$ cat src/rtl/ex_muldiv_pkg.sv
// Shared constants and types for the RV32M multiply/divide unit.
// Holds func3 encodings, the M-extension func7 value and FSM states.
package ex_muldiv_pkg;

   localparam logic [2:0] INST_MUL    = 3'd0;
   localparam logic [2:0] INST_MULH   = 3'd1;
   localparam logic [2:0] INST_MULHSU = 3'd2;
   localparam logic [2:0] INST_MULHU  = 3'd3;
   localparam logic [2:0] INST_DIV    = 3'd4;
   localparam logic [2:0] INST_DIVU   = 3'd5;
   localparam logic [2:0] INST_REM    = 3'd6;
   localparam logic [2:0] INST_REMU   = 3'd7;

   localparam logic [6:0] INST_FUNC7_M = 7'b0000001;

   typedef enum logic [1:0] {
      MD_IDLE = 2'd0,
      MD_MUL  = 2'd1,
      MD_DIV  = 2'd2,
      MD_DONE = 2'd3
   } md_state_e;

   function automatic logic op_sgn1(input logic [2:0] op);
      return op inside {INST_MULH, INST_MULHSU, INST_DIV, INST_REM};
   endfunction

   function automatic logic op_sgn2(input logic [2:0] op);
      return op inside {INST_MULH, INST_DIV, INST_REM};
   endfunction

endpackage

$ cat src/rtl/ex_muldiv_if.sv
// Issue/writeback bundle between EX and the multi-cycle M unit.
// master = EX side, slave = ex_muldiv.
interface ex_muldiv_if #(
   parameter int XLEN = 32
);
   import ex_muldiv_pkg::*;

   logic            start_i;
   logic [2:0]      op_i;
   logic [XLEN-1:0] op1_i;
   logic [XLEN-1:0] op2_i;
   logic [4:0]      rd_addr_i;
   logic            flush_i;
   logic            busy_o;
   logic            hold_flag_o;
   logic [XLEN-1:0] rd_data_o;
   logic [4:0]      rd_addr_o;
   logic            rd_wen_o;

   modport master (
      output start_i, op_i, op1_i, op2_i,
      output rd_addr_i, flush_i,
      input  busy_o, hold_flag_o,
      input  rd_data_o, rd_addr_o, rd_wen_o
   );

   modport slave (
      input  start_i, op_i, op1_i, op2_i,
      input  rd_addr_i, flush_i,
      output busy_o, hold_flag_o,
      output rd_data_o, rd_addr_o, rd_wen_o
   );

endinterface

$ cat src/rtl/md_div_core.sv
// Restoring radix-2 unsigned divider, one quotient bit per cycle.
// o_last is high during the final iteration; results hold afterwards.
module md_div_core
   import ex_muldiv_pkg::*;
#(
   parameter int XLEN = 32
) (
   input  logic            clk,
   input  logic            rst_n,
   input  logic            i_start,
   input  logic            i_flush,
   input  logic [XLEN-1:0] i_dividend,
   input  logic [XLEN-1:0] i_divisor,
   output logic [XLEN-1:0] o_quot,
   output logic [XLEN-1:0] o_rem,
   output logic            o_last
);

   localparam int CW = $clog2(XLEN + 1);

   logic [XLEN-1:0] r_rem;
   logic [XLEN-1:0] r_quot;
   logic [XLEN-1:0] r_dvsr;
   logic [CW-1:0]   r_cnt;
   logic            r_run;

   logic [XLEN:0]   w_sh;
   logic [XLEN:0]   w_diff;
   logic            w_ge;

   // Partial remainder stays below the divisor, so XLEN+1 bits suffice.
   assign w_sh   = {r_rem, r_quot[XLEN-1]};
   assign w_diff = w_sh - {1'b0, r_dvsr};
   assign w_ge   = ~w_diff[XLEN];
   assign o_last = r_run & (r_cnt == CW'(1));
   assign o_quot = r_quot;
   assign o_rem  = r_rem;

   always_ff @(posedge clk or negedge rst_n) begin
      if (!rst_n) begin
         r_rem  <= '0;
         r_quot <= '0;
         r_dvsr <= '0;
         r_cnt  <= '0;
         r_run  <= 1'b0;
      end else if (i_flush) begin
         r_cnt <= '0;
         r_run <= 1'b0;
      end else if (i_start) begin
         r_rem  <= '0;
         r_quot <= i_dividend;
         r_dvsr <= i_divisor;
         r_cnt  <= CW'(XLEN);
         r_run  <= 1'b1;
      end else if (r_run) begin
         r_rem  <= w_ge ? w_diff[XLEN-1:0] : w_sh[XLEN-1:0];
         r_quot <= {r_quot[XLEN-2:0], w_ge};
         r_cnt  <= r_cnt - CW'(1);
         if (o_last) r_run <= 1'b0;
      end
   end

endmodule

$ cat src/rtl/ex_muldiv.sv
// Multi-cycle RV32M multiply/divide unit beside the EX ALU.
// Shift-add multiplier and sign handling here; divide in md_div_core.
module ex_muldiv
   import ex_muldiv_pkg::*;
#(
   parameter int XLEN     = 32,
   parameter int MUL_BITS = 1,
   parameter int DIV_BITS = 1
) (
   input  logic       clk,
   input  logic       rst,
   ex_muldiv_if.slave io_md
);

   localparam int CW      = $clog2(XLEN + 1);
   localparam int PW      = XLEN + MUL_BITS;
   localparam int MUL_CNT = XLEN / MUL_BITS;
   localparam logic [XLEN-1:0] SMIN = {1'b1, {(XLEN-1){1'b0}}};

   if (DIV_BITS != 1 || (XLEN % MUL_BITS) != 0 || MUL_BITS >= XLEN)
   begin : g_param_chk
      $error("ex_muldiv: unsupported parameter set");
   end

   md_state_e         r_state;
   md_state_e         w_next;
   md_state_e         w_acc_state;

   logic [2:0]        r_op;
   logic [4:0]        r_rd;
   logic [XLEN-1:0]   r_mcand;
   logic [2*XLEN-1:0] r_prod;
   logic [CW-1:0]     r_cnt;
   logic              r_neg;
   logic              r_sign1;
   logic              r_special;
   logic [XLEN-1:0]   r_spec;

   logic              w_accept;
   logic              w_busy;
   logic              w_wen;
   logic              w_neg1;
   logic              w_neg2;
   logic [XLEN-1:0]   w_mag1;
   logic [XLEN-1:0]   w_mag2;
   logic              w_is_div;
   logic              w_div0;
   logic              w_ovf;
   logic              w_special;
   logic [XLEN-1:0]   w_spec;
   logic              w_div_start;
   logic              w_div_last;
   logic [XLEN-1:0]   w_quot;
   logic [XLEN-1:0]   w_rem;
   logic [PW-1:0]     w_pp;
   logic [PW-1:0]     w_hi;
   logic [2*XLEN-1:0] w_prod_s;
   logic [XLEN-1:0]   w_result;

   assign w_busy   = (r_state == MD_MUL) | (r_state == MD_DIV);
   assign w_accept = io_md.start_i & ~io_md.flush_i &
                     ((r_state == MD_IDLE) | (r_state == MD_DONE));

   assign w_neg1 = op_sgn1(io_md.op_i) & io_md.op1_i[XLEN-1];
   assign w_neg2 = op_sgn2(io_md.op_i) & io_md.op2_i[XLEN-1];
   assign w_mag1 = w_neg1 ? -io_md.op1_i : io_md.op1_i;
   assign w_mag2 = w_neg2 ? -io_md.op2_i : io_md.op2_i;

   assign w_is_div  = io_md.op_i[2];
   assign w_div0    = (io_md.op2_i == '0);
   assign w_ovf     = op_sgn1(io_md.op_i) & w_is_div &
                      (io_md.op1_i == SMIN) & (io_md.op2_i == '1);
   assign w_special = w_is_div & (w_div0 | w_ovf);

   // op_i[1] separates REM/REMU from DIV/DIVU.
   always_comb begin
      w_spec = '0;
      if (w_div0)
         w_spec = io_md.op_i[1] ? io_md.op1_i : '1;
      else
         w_spec = io_md.op_i[1] ? '0 : io_md.op1_i;
   end

   assign w_div_start = w_accept & w_is_div & ~w_special;
   assign w_acc_state = !w_is_div ? MD_MUL :
                        (w_special ? MD_DONE : MD_DIV);

   md_div_core #(
      .XLEN (XLEN)
   ) u_div (
      .clk        (clk),
      .rst_n      (rst),
      .i_start    (w_div_start),
      .i_flush    (io_md.flush_i),
      .i_dividend (w_mag1),
      .i_divisor  (w_mag2),
      .o_quot     (w_quot),
      .o_rem      (w_rem),
      .o_last     (w_div_last)
   );

   always_ff @(posedge clk or negedge rst) begin
      if (!rst) r_state <= MD_IDLE;
      else      r_state <= w_next;
   end

   always_comb begin
      w_next = r_state;
      if (io_md.flush_i) begin
         w_next = MD_IDLE;
      end else begin
         unique case (r_state)
            MD_IDLE: if (w_accept) w_next = w_acc_state;
            MD_MUL:  if (r_cnt == CW'(1)) w_next = MD_DONE;
            MD_DIV:  if (w_div_last) w_next = MD_DONE;
            MD_DONE: w_next = w_accept ? w_acc_state : MD_IDLE;
            default: w_next = MD_IDLE;
         endcase
      end
   end

   assign w_pp = PW'(r_mcand) * PW'(r_prod[MUL_BITS-1:0]);
   assign w_hi = PW'(r_prod[2*XLEN-1:XLEN]) + w_pp;

   always_ff @(posedge clk or negedge rst) begin
      if (!rst) begin
         r_op      <= '0;
         r_rd      <= '0;
         r_mcand   <= '0;
         r_prod    <= '0;
         r_cnt     <= '0;
         r_neg     <= 1'b0;
         r_sign1   <= 1'b0;
         r_special <= 1'b0;
         r_spec    <= '0;
      end else if (w_accept) begin
         r_op      <= io_md.op_i;
         r_rd      <= io_md.rd_addr_i;
         r_mcand   <= w_mag1;
         r_prod    <= {{XLEN{1'b0}}, w_mag2};
         r_cnt     <= CW'(MUL_CNT);
         r_neg     <= w_neg1 ^ w_neg2;
         r_sign1   <= w_neg1;
         r_special <= w_special;
         r_spec    <= w_spec;
      end else if (r_state == MD_MUL) begin
         r_prod <= {w_hi, r_prod[XLEN-1:MUL_BITS]};
         r_cnt  <= r_cnt - CW'(1);
      end
   end

   assign w_prod_s = r_neg ? -r_prod : r_prod;

   always_comb begin
      w_result = '0;
      if (r_special)
         w_result = r_spec;
      else if (!r_op[2])
         w_result = (r_op == INST_MUL) ? w_prod_s[XLEN-1:0]
                                       : w_prod_s[2*XLEN-1:XLEN];
      else if (!r_op[1])
         w_result = r_neg ? -w_quot : w_quot;
      else
         w_result = r_sign1 ? -w_rem : w_rem;
   end

   // Flush beats writeback so a killed op never reaches the regfile.
   assign w_wen             = (r_state == MD_DONE) & ~io_md.flush_i;
   assign io_md.rd_wen_o    = w_wen;
   assign io_md.rd_data_o   = w_wen ? w_result : '0;
   assign io_md.rd_addr_o   = w_wen ? r_rd : '0;
   assign io_md.busy_o      = w_busy;
   assign io_md.hold_flag_o = w_busy | w_accept;

endmodule

$ cat src/flat_wrapper.sv
// flat-port wrapper written by rule: the top's interface ports become plain ports
module ex_muldiv_flat import ex_muldiv_pkg::*;
#(
   parameter int XLEN     = 32,
   parameter int MUL_BITS = 1,
   parameter int DIV_BITS = 1
)
  (clk, rst, io_md_start_i, io_md_op_i, io_md_op1_i, io_md_op2_i, io_md_rd_addr_i, io_md_flush_i, io_md_busy_o, io_md_hold_flag_o, io_md_rd_data_o, io_md_rd_addr_o, io_md_rd_wen_o);
  ex_muldiv_if #(.XLEN(XLEN)) io_md_i ();
  input  logic clk;
  input  logic rst;
  input wire logic [$bits(io_md_i.start_i)-1:0] io_md_start_i;
  input wire logic [$bits(io_md_i.op_i)-1:0] io_md_op_i;
  input wire logic [$bits(io_md_i.op1_i)-1:0] io_md_op1_i;
  input wire logic [$bits(io_md_i.op2_i)-1:0] io_md_op2_i;
  input wire logic [$bits(io_md_i.rd_addr_i)-1:0] io_md_rd_addr_i;
  input wire logic [$bits(io_md_i.flush_i)-1:0] io_md_flush_i;
  output wire logic [$bits(io_md_i.busy_o)-1:0] io_md_busy_o;
  output wire logic [$bits(io_md_i.hold_flag_o)-1:0] io_md_hold_flag_o;
  output wire logic [$bits(io_md_i.rd_data_o)-1:0] io_md_rd_data_o;
  output wire logic [$bits(io_md_i.rd_addr_o)-1:0] io_md_rd_addr_o;
  output wire logic [$bits(io_md_i.rd_wen_o)-1:0] io_md_rd_wen_o;
  assign io_md_i.start_i = io_md_start_i;
  assign io_md_i.op_i = io_md_op_i;
  assign io_md_i.op1_i = io_md_op1_i;
  assign io_md_i.op2_i = io_md_op2_i;
  assign io_md_i.rd_addr_i = io_md_rd_addr_i;
  assign io_md_i.flush_i = io_md_flush_i;
  assign io_md_busy_o = io_md_i.busy_o;
  assign io_md_hold_flag_o = io_md_i.hold_flag_o;
  assign io_md_rd_data_o = io_md_i.rd_data_o;
  assign io_md_rd_addr_o = io_md_i.rd_addr_o;
  assign io_md_rd_wen_o = io_md_i.rd_wen_o;
  ex_muldiv #(.XLEN(XLEN), .MUL_BITS(MUL_BITS), .DIV_BITS(DIV_BITS)) u_core (.clk(clk), .rst(rst), .io_md(io_md_i));
endmodule
$ cat config.mk
export PLATFORM = sky130hd
export DESIGN_NAME = ex_muldiv_flat
export DESIGN_NICKNAME = d
export VERILOG_FILES = /design/src/rtl/ex_muldiv_pkg.sv /design/src/rtl/ex_muldiv_if.sv /design/src/rtl/md_div_core.sv /design/src/rtl/ex_muldiv.sv /design/src/flat_wrapper.sv
export SDC_FILE = /design/constraint.sdc
export NUM_CORES = 1
export LEC_CHECK = 0
export CAP_MARGIN = 10
export CORE_MARGIN = 2
export CORE_UTILIZATION = 35
export CTS_CLUSTER_DIAMETER = 120
export CTS_CLUSTER_SIZE = 10
export DETAILED_ROUTE_END_ITERATION = 8
export HOLD_SLACK_MARGIN = 0.02
export PLACE_DENSITY = 0.5
export SLEW_MARGIN = 10
export SYNTH_ARGS = -nofsm -noshare
export SYNTH_HDL_FRONTEND = slang
export SYNTH_SLANG_ARGS = --single-unit
$ cat constraint.sdc
create_clock -name clk -period 5 [get_ports clk]
set_input_delay 1 -clock clk [delete_from_list [all_inputs] [get_ports clk]]
set_output_delay 1 -clock clk [all_outputs]
set_load 0.05 [all_outputs]
==> flow_summary.ini, run 1 <==
[clocking]
cts_tree = built
cts_max_level = 1
cts_inserted_buffers = 28
root_buffer = clkbuf_16
postCtsHoldBufs = 0
insertion_delay_ps = 570
clock_path_buffers = 3
clk_pin_slew_ps = 60
cts.sinks = 250

[floorplan]
die-area_sq_um = 56600
rows = 85
fp.coreArea_sq_um = 53900
ios = 116
start_util_pct = 35.5
die_y_um = 238
chipWidth_um = 238

[global_route]
antenna_found_initial = 3
global_route.usage.total_pct = 26.4
grt_pass1_vias = 17800
grt_pass1_wl_um = 114000
grt_max_degree = 141
overflow = 0

[hold_path]
worst_hold_path.endpoint = u_core.r_rd[1]
min_from = u_core.r_rd[1]
hold_path_class = reg2reg
min_path_cells = 2

[logic_synthesis]
synthDistinctLibCells = 76
synthTopCellsByArea = dfrtp_1, o21ai_0, xnor2_1, nand2_1, ha_1
yosys.area.top_type = dfrtp_1
ys.flop_type = dfrtp_1
yosysTopAreaCellShare_pct = 32.7
avgSynthCellArea_sq_um = 7.97
syn_area_sq_um = 19100
synth_edf_count = 0
ys_ff_latch = 250
synthCells = 2402
syn_nets = 2559
seq_area_frac_synth_pct = 32.7
async_flop_share_pct = 100
yosysWarnings = 0

[timing]
tightest_slew_ps = 1010
fin_crit_ps = 4960
fin_worst_skew_ps = 13.9
hold_viol_final = 0
hold_slack_ps = 465
max_slew_margin_pct = 32.6
slew_violations = 0
setup_viol = 0
max_clock_freq_mhz = 202
period_share_pct = 99.1
timing.final.ws_setup_ps = 43.1
rsz0062_at_grt = yes

[power_and_ir_drop]
powerDensity_nw_per_um2 = 671
leakagePower_nw = 9.38
max-vdd-ir-drop_uv = 1190

[placement]
hpwlAfterDp_um = 58700
port-buffer-count = 115
dpl_worst_slack_ps = 260
gp_congestion = 0.981

[setup_path]
cp.arrival_ps = 3960
cp-start-kind = flip-flop
crit_start = u_core.r_prod[20]
critPathRequiredTime_ps = 4000
reg2reg_to = u_core.r_prod[59]
ff2ff_setup_slack_ps = 910
r2r_cells = 14
cp-end-kind = output port
critical_path_class = reg2out
reg2reg_from = u_core.r_prod[0]
cp_max_fo = 6

[cells_and_area]
drive_gt1_share_pct = 8.67
syn_to_final_growth_pct = 17.8
final_nets = 2646

[routing]
wl_per_cell_um = 23.7
drc = 0
drtPass1Iterations = 5
drt_iter0_drc = 1806
drt_wl_total_um = 75500
ant_nets = 0
routed_via_density = 5.79
num_vias = 18400

[status]
outcome = finished, final reports clean

[flow_run]
max-cap-violations = 0
[report_power, final]
| part | internal (mW) | switching, mW | leakage [nW] |
|---|---|---|---|
| clock | 1.01 | 0.850 | 0.360 |
| sequential | 2.93 | 1.22 | 3.14 |
| combinational | 3.53 | 5.59 | 5.88 |
[routing by layer]
layer / share of wire [%] / track usage (%)
met1: 46 / 37.8
met2: 45 / 42.6
met3: 6.9 / 3.55
met4: 2.1 / 5.70
met5: 0.016 / 0
[cell usage after synthesis, types with 22 or more instances]
cell type and number:
a211oi_1 26, a21o_1 28, a21oi_1 187, and2_1 43, buf_1 24, clkbuf_1 94, dfrtp_1 250, ha_1 79
inv_1 76, mux2i_1 65, nand2_1 309, nand2b_1 24, nand3_1 25, nor2_1 217, nor3_1 44, nor4_1 23
o21ai_0 292, o31ai_1 39, o41ai_1 22, or3_1 23, or4_1 27, xnor2_1 141, xor2_1 100
[worst max-delay path, stage by stage, from the launching register on]
cell and delay [ps]:
dfrtp_2 450, or4_4 570, nor4_4 360, o2111ai_2 220, or2_4 310, o41ai_1 330
xnor2_1 260, a221oi_2 190, a221oi_2 500, buf_12 200
[stage by stage]
stage / instance area, sq um / TNS (ps) / std cells / power [mW] / utilization (%)
final: 22500 / 0 / 3187 / 15.1 / 41.8
after floorplan: 19100 / 0 / 2402 / 9.90 / -
after detailed placement: 21500 / 0 / 3153 / 13.0 / 40.0
after global routing: 22500 / -155 / 3186 / 16.3 / 41.8
after CTS: 22400 / -18.8 / 3186 / 15.0 / 41.5
after global placement: 21500 / 0 / 3153 / 12.9 / 40.0
[placed cells by master (no fill, tap or decap), drive strengths merged, types with 43 or more instances in the layout]
master / netlist / routed
a21oi: 187 / 187
and2: 43 / 43
buf: 41 / 119
clkdlybuf4s50: 0 / 76
dfrtp: 250 / 250
ha: 79 / 79
inv: 76 / 76
mux2i: 65 / 65
nand2: 309 / 309
nor2: 217 / 217
nor3: 44 / 44
o21ai: 301 / 301
xnor2: 141 / 141
xor2: 100 / 100
[logic make-up after synthesis]
family          count (synthesis)  synth area share [%]
buf+inv                       215                  4.39
fa+ha+maj                      81                  5.37
xor+xnor                      241                  11.0
flops                         250                  32.7
simple gates                  812                  19.8
compound gates                738                  23.3
mux                            65                  3.40
[final cells by class]
| type | count | area, sq um |
|---|---|---|
| fill | 5447 | 31400 |
| multi-input combinational | 1937 | 12400 |
| sequential | 250 | 6260 |
| timing repair buffer | 195 | 2040 |
| tap | 696 | 871 |
| clock buffer | 31 | 733 |
| inverter | 77 | 289 |
| antenna | 1 | 2.50 |
[how the worst max path moves through the flow]
stage                                          to  slack [ps]  depth (start not counted)
after global placement        io_md_rd_data_o[19]         330                          9
after detailed placement  u_core.u_div.o_quot[17]         260                         11
after global routing          io_md_rd_data_o[31]         -70                         10
after CTS                     io_md_rd_data_o[23]         -20                         11
after floorplan               io_md_rd_data_o[10]         140                          9
final                         io_md_rd_data_o[19]          40                          9
[flip-flops by register name, indices dropped and copies added (netlist names), 2 cells and up]
register,count
u_core.u_div.o_quot,32
u_core.r_cnt,6
u_core.r_prod,64
u_core.r_op,3
u_core.u_div.r_cnt,6
u_core.u_div.r_dvsr,32
u_core.u_div.o_rem,32
u_core.r_rd,5
u_core.r_state,2
u_core.r_mcand,32
u_core.r_spec,32
[timing repair]
action | CTS | global route
setup endpoints to repair | 11 | 21
setup buffers | 2 | 0
resized for setup | 16 | 36
pin swaps | 1 | 5
Power figures use the tool's default switching activity.
==> run 2, diff against run 1 <==
--- a/config.mk
+++ b/config.mk
@@ -8,7 +8,7 @@
 export CAP_MARGIN = 10
 export CORE_MARGIN = 2
 export CORE_UTILIZATION = 35
-export CTS_CLUSTER_DIAMETER = 120
+export CTS_CLUSTER_DIAMETER = 60
 export CTS_CLUSTER_SIZE = 10
 export DETAILED_ROUTE_END_ITERATION = 8
 export HOLD_SLACK_MARGIN = 0.02
==> run 2 against run 1 <==
  * Flip-flop and latch count stayed put
  * Via count up 0.60%
  * Utilization rose by 1.1 points
  * Largest power group unchanged
  * Highest routed layer unchanged
==> flow_summary.ini, run 2 (synthesis results as in run 1) <==
[setup_path]
cpPeakStageDelay_ps = 570
path_common_cell = buf_4
slowest_stage = or4_4
cp_num_buf_inv = 4
critPathTopFamily = simple AND/OR/NAND/NOR gates
cp.arrival_ps = 3900
cp_cell_sequence = or4_4 > or3_4 > nor4_4 > buf_4 > nand3_4 > buf_6 > o21ai_2 > xnor2_1 > nor2_1 > a211o_1 > a221oi_2 > buf_4 > buf_12
critical_path_class = reg2out
critPathRequiredTime_ps = 4000
cp-end-kind = output port
cp-start-kind = flip-flop
cp_max_fo = 6

[global_route]
antenna_found_initial = 4
grt_pass1_wl_um = 115000
grt_pass1_vias = 17900
grt_max_degree = 141
overflow = 0
global_route.usage.total_pct = 26.7

[clocking]
root_buffer = clkbuf_16
cts_inserted_buffers = 40
postCtsHoldBufs = 0
cts_tree = built
cts_max_level = 2
clk_pin_slew_ps = 60
insertion_delay_ps = 560
clock_path_buffers = 3
cts.sinks = 250

[timing]
timing.final.ws_setup_ps = 103
fin_crit_ps = 4900
slew_violations = 0
max_clock_freq_mhz = 204
rsz0062_at_grt = yes
max_slew_margin_pct = 30.3
period_share_pct = 97.9
hold_viol_final = 0
fin_worst_skew_ps = 23.8
hold_slack_ps = 463
setup_viol = 0
tightest_slew_ps = 1050
tns_ps = 0

[power_and_ir_drop]
comb_power_share_pct = 56.7
power.switching_mw = 7.87
leakagePower_nw = 9.65
internal_power_mw = 8.24
powerDensity_nw_per_um2 = 697
power_mw = 16.1
max-vdd-ir-drop_uv = 1190
pwr-share-seq_pct = 25.8
power.share.clock_pct = 17.5
switching_share_pct = 48.9

[placement]
dpl.cell_count = 3153
dpl_worst_slack_ps = 260
port-buffer-count = 115
dpl_cell_area_sq_um = 21500
gp_congestion = 0.981
hpwlAfterDp_um = 58700

[routing]
ant_nets = 0
wl_per_cell_um = 23.6
drc = 0
drt_wl_total_um = 76000
num_vias = 18500
drt_iter0_drc = 1789
routed_via_density = 5.76
drtPass1Iterations = 8

[cells_and_area]
drive_gt1_share_pct = 9.79
syn_to_final_growth_pct = 20.9
largest_register_ffs = 64
fin_util_pct = 42.9
final_cell_area_sq_um = 23100
regMostFlops = u_core.r_prod
fin_cells = 3220
final_cell_mix = nand2_1, o21ai_0, dfrtp_1, nor2_1, a21oi_1
layout_commonest_cell = nand2_1
final_nets = 2658

[floorplan]
ios = 116
fp.coreArea_sq_um = 53900
rows = 85
start_util_pct = 35.5
chipWidth_um = 238
die-area_sq_um = 56600
die_y_um = 238

[hold_path]
hold_path_class = reg2reg

[status]
outcome = finished, final reports clean

[flow_run]
max-cap-violations = 0
run 2: changes by cell type in the layout (fill, tap and decap cells not counted), moves of 2 or more:
cell,previous run,this run
clkinv_2,0,2
clkinvlp_4,0,2
o41ai_2,4,1
o41ai_4,0,2
inv_6,0,4
clkbuf_16,29,41
bufinv_16,0,5
clkinv_4,0,5
run 2: worst min-delay path: stages, from the launching register on:
cell and delay [ps]:
dfrtp_1 330, nand2_1 50, nand2_1 50
run 2: power groups by stage:
stage / Clock [mW] / Sequential [mW] / Combinational [mW]
after CTS: 2.88 / 4.12 / 8.95
final: 2.82 / 4.16 / 9.13
after global routing: 2.95 / 4.28 / 10.0
after detailed placement: 0 / 4.13 / 8.86
after floorplan: 0 / 3.62 / 6.28
after global placement: 0 / 4.13 / 8.78
run 2: metal layers:
| metal | part of all wire [%] | routed length (um) | up-vias | GRT usage, % |
|---|---|---|---|---|
| li1 | - | - | 8743 | - |
| met1 | 45 | 34400 | 9126 | 37.5 |
| met2 | 45 | 34500 | 594 | 42.8 |
| met3 | 7.2 | 5500 | 83 | 4.84 |
| met4 | 2.0 | 1540 | 2 | 6.00 |
| met5 | 0.016 | 12 | - | 0 |
run 2: repair_timing:
item,CTS,global route
endpoints found under the hold margin,0,0
endpoints found under the setup margin,11,20
gates resized for setup,16,39
setup buffers,2,0
pin swaps,1,8
run 2: final timing paths:
| path | start | endpoint | slack [ps] | depth (start not counted) |
|---|---|---|---|---|
| max | u_core.r_prod[20] | io_md_rd_data_o[10] | 100 | 13 |
| min | u_core.r_rd[1] | u_core.r_rd[1] | 460 | 2 |
| max reg2reg | u_core.r_prod[0] | u_core.r_prod[59] | 900 | 14 |
| min reg2reg | u_core.r_rd[1] | u_core.r_rd[1] | 460 | 2 |
| max in group asynchronous | rst | u_core.u_div.o_rem[11] | 3380 | 2 |
| min in group asynchronous | rst | u_core.r_rd[1] | 480 | 1 |
run 2: cell type report:
type,count,area [sq um]
fillers,5409,30800
multi-input cells,1937,12400
flip-flops and latches,250,6260
repair buffers,195,2040
clock buffers,45,1050
well taps,696,871
inverters,77,289
clock inverters,18,254
diodes,2,5.00
==> run 3, diff against run 2 <==
--- a/config.mk
+++ b/config.mk
@@ -8,6 +8,7 @@
 export CAP_MARGIN = 10
 export CORE_MARGIN = 2
 export CORE_UTILIZATION = 35
+export CTS_BUF_LIST = sky130_fd_sc_hd__clkbuf_2
 export CTS_CLUSTER_DIAMETER = 60
 export CTS_CLUSTER_SIZE = 10
 export DETAILED_ROUTE_END_ITERATION = 8
==> run 3 against run 2 <==
  * Clock-buffer cell count shrank 1
  * Power is 3.2% lower
  * Hold slack improved by 22 ps
  * Clock power shrank 49%
  * The flow now finishes with violations (setup timing)
  * First-iteration DRC count decreased by 6.7%
  * Utilization rose by 0.77 points
  * Combinational power up 9.2%
  * Register-to-register slack improved by 30 ps
  * Global-route usage is 0.18 points higher
  * Sequential share of layout area shrank 0.36 points
  * Via count rose by 1.0%
==> flow_summary.ini, run 3 (synthesis results as in run 1) <==
[cells_and_area]
nFillCells = 5431
fin_cells = 3271
final_nets = 2708
syn_to_final_growth_pct = 23.1
layout_commonest_cell = nand2_1
final_cell_mix = nand2_1, o21ai_0, dfrtp_1, nor2_1, a21oi_1
final_cell_area_sq_um = 23600
regMostFlops = u_core.r_prod
drive_gt1_share_pct = 16.8
largest_register_ffs = 64

[placement]
dpl_cell_area_sq_um = 21500
hpwlAfterDp_um = 58700
gp_congestion = 0.981
dpl.cell_count = 3153
dpl_worst_slack_ps = 260
port-buffer-count = 115

[routing]
drtPass1Iterations = 5
ant_nets = 0
num_vias = 18700
routed_via_density = 5.73
drt_iter0_drc = 1669
drc = 0
wl_per_cell_um = 23.5
drt_wl_total_um = 76800

[floorplan]
ios = 116
die_y_um = 238
die-area_sq_um = 56600
chipWidth_um = 238
rows = 85
start_util_pct = 35.5
fp.coreArea_sq_um = 53900

[clocking]
clock_path_buffers = 3
clk_pin_slew_ps = 180
cts_max_level = 2
insertion_delay_ps = 1020
cts.sinks = 250
cts_tree = built
root_buffer = clkbuf_2
cts_inserted_buffers = 40

[setup_path]
critPathRequiredTime_ps = 4000
cp-start-kind = flip-flop
critical_path_class = reg2out
cp-end-kind = output port
cp.arrival_ps = 4200
r2r_cells = 14
cp_max_fo = 5

[timing]
timing.final.ws_setup_ps = -199
period_share_pct = 104
tightest_slew_ps = 985
fin_worst_skew_ps = 91.8
hold_viol_final = 0
tns_ps = -1100
slew_violations = 0
setup_viol = 13
fin_crit_ps = 5200
max_slew_margin_pct = 34.3
rsz0062_at_grt = yes
max_clock_freq_mhz = 192

[global_route]
antenna_found_initial = 6
grt_max_degree = 141
grt_pass1_wl_um = 115000
grt_pass1_vias = 18200
overflow = 0
global_route.usage.total_pct = 26.9

[status]
outcome = complete, but fails checks
violations = setup timing

[power_and_ir_drop]
powerDensity_nw_per_um2 = 662
max-vdd-ir-drop_uv = 1190
leakagePower_nw = 9.75

[hold_path]
min_path_cells = 2
hold_path_class = reg2reg

[flow_run]
max-cap-violations = 0
run 3: cell count changes in the layout (fill, tap and decap cells not counted), moves of 12 or more:
cell	change
clkbuf_2	+44
clkbuf_16	-41
buf_4	+37
dfrtp_1	-22
dfrtp_2	+22
o21ai_0	-19
o21ai_2	+16
a21oi_1	-15
buf_6	+12
run 3: critical path: stages, from the launching register on:
cell      delay (ps)
dfrtp_1          430
or4_4            540
or3_4            340
or4_4            490
o41ai_4          310
xor2_1           300
nor2_1            90
a221oi_2         330
o21ai_2          160
buf_6            190
run 3: worst paths after layout:
kind,startpoint,endpoint,slack [ps]
max reg2reg,u_core.r_prod[0],u_core.r_prod[59],930
min in group asynchronous,rst,u_core.u_div.o_rem[3],690
min reg2reg,u_core.r_rd[1],u_core.r_rd[1],490
min,u_core.r_rd[1],u_core.r_rd[1],490
max,u_core.u_div.o_rem[16],io_md_rd_data_o[30],-200
max in group asynchronous,rst,u_core.u_div.o_rem[6],3170
run 3: per-layer routing:
| layer | vias up | GRT usage (%) | wire, um |
|---|---|---|---|
| li1 | 8833 | - | - |
| met1 | 9168 | 37.4 | 34600 |
| met2 | 626 | 43.1 | 34800 |
| met3 | 103 | 4.71 | 5380 |
| met4 | 4 | 7.11 | 1980 |
| met5 | - | 0 | 26 |
run 3: repair_timing:
action	4_1_cts	5_1_grt
buffers inserted	28	23
endpoints found under the hold margin	1	0
pin swaps	40	60
setup endpoints to repair	31	30
gates resized for setup	132	121
hold buffers	1	0
run 3: layout make-up:
class / count / area (sq um) / share of cell area [%]
flip-flops and latches: 250 / 6290 / 26.7
inverters: 77 / 289 / 1.23
multi-input cells: 1937 / 13200 / 55.9
clock buffers: 44 / 220 / 0.935
well taps: 696 / 871 / 3.70
clock inverters: 19 / 258 / 1.09
repair buffers: 245 / 2460 / 10.5
diodes: 3 / 7.51 / 0.0319
run 3: report_power, final:
part | internal (mW) | switching [mW]
logic | 3.96 | 6.01
registers | 2.93 | 1.25
clock network | 0.534 | 0.914
total | 7.42 | 8.18
run 3: through the flow:
step	hold WS [ps]	power (mW)	utilization [%]
after floorplan	437	9.90	-
after detailed placement	454	13.0	40.0
after global placement	448	12.9	40.0
after CTS	465	15.0	42.3
final	485	15.6	43.7
after global routing	512	16.7	43.7
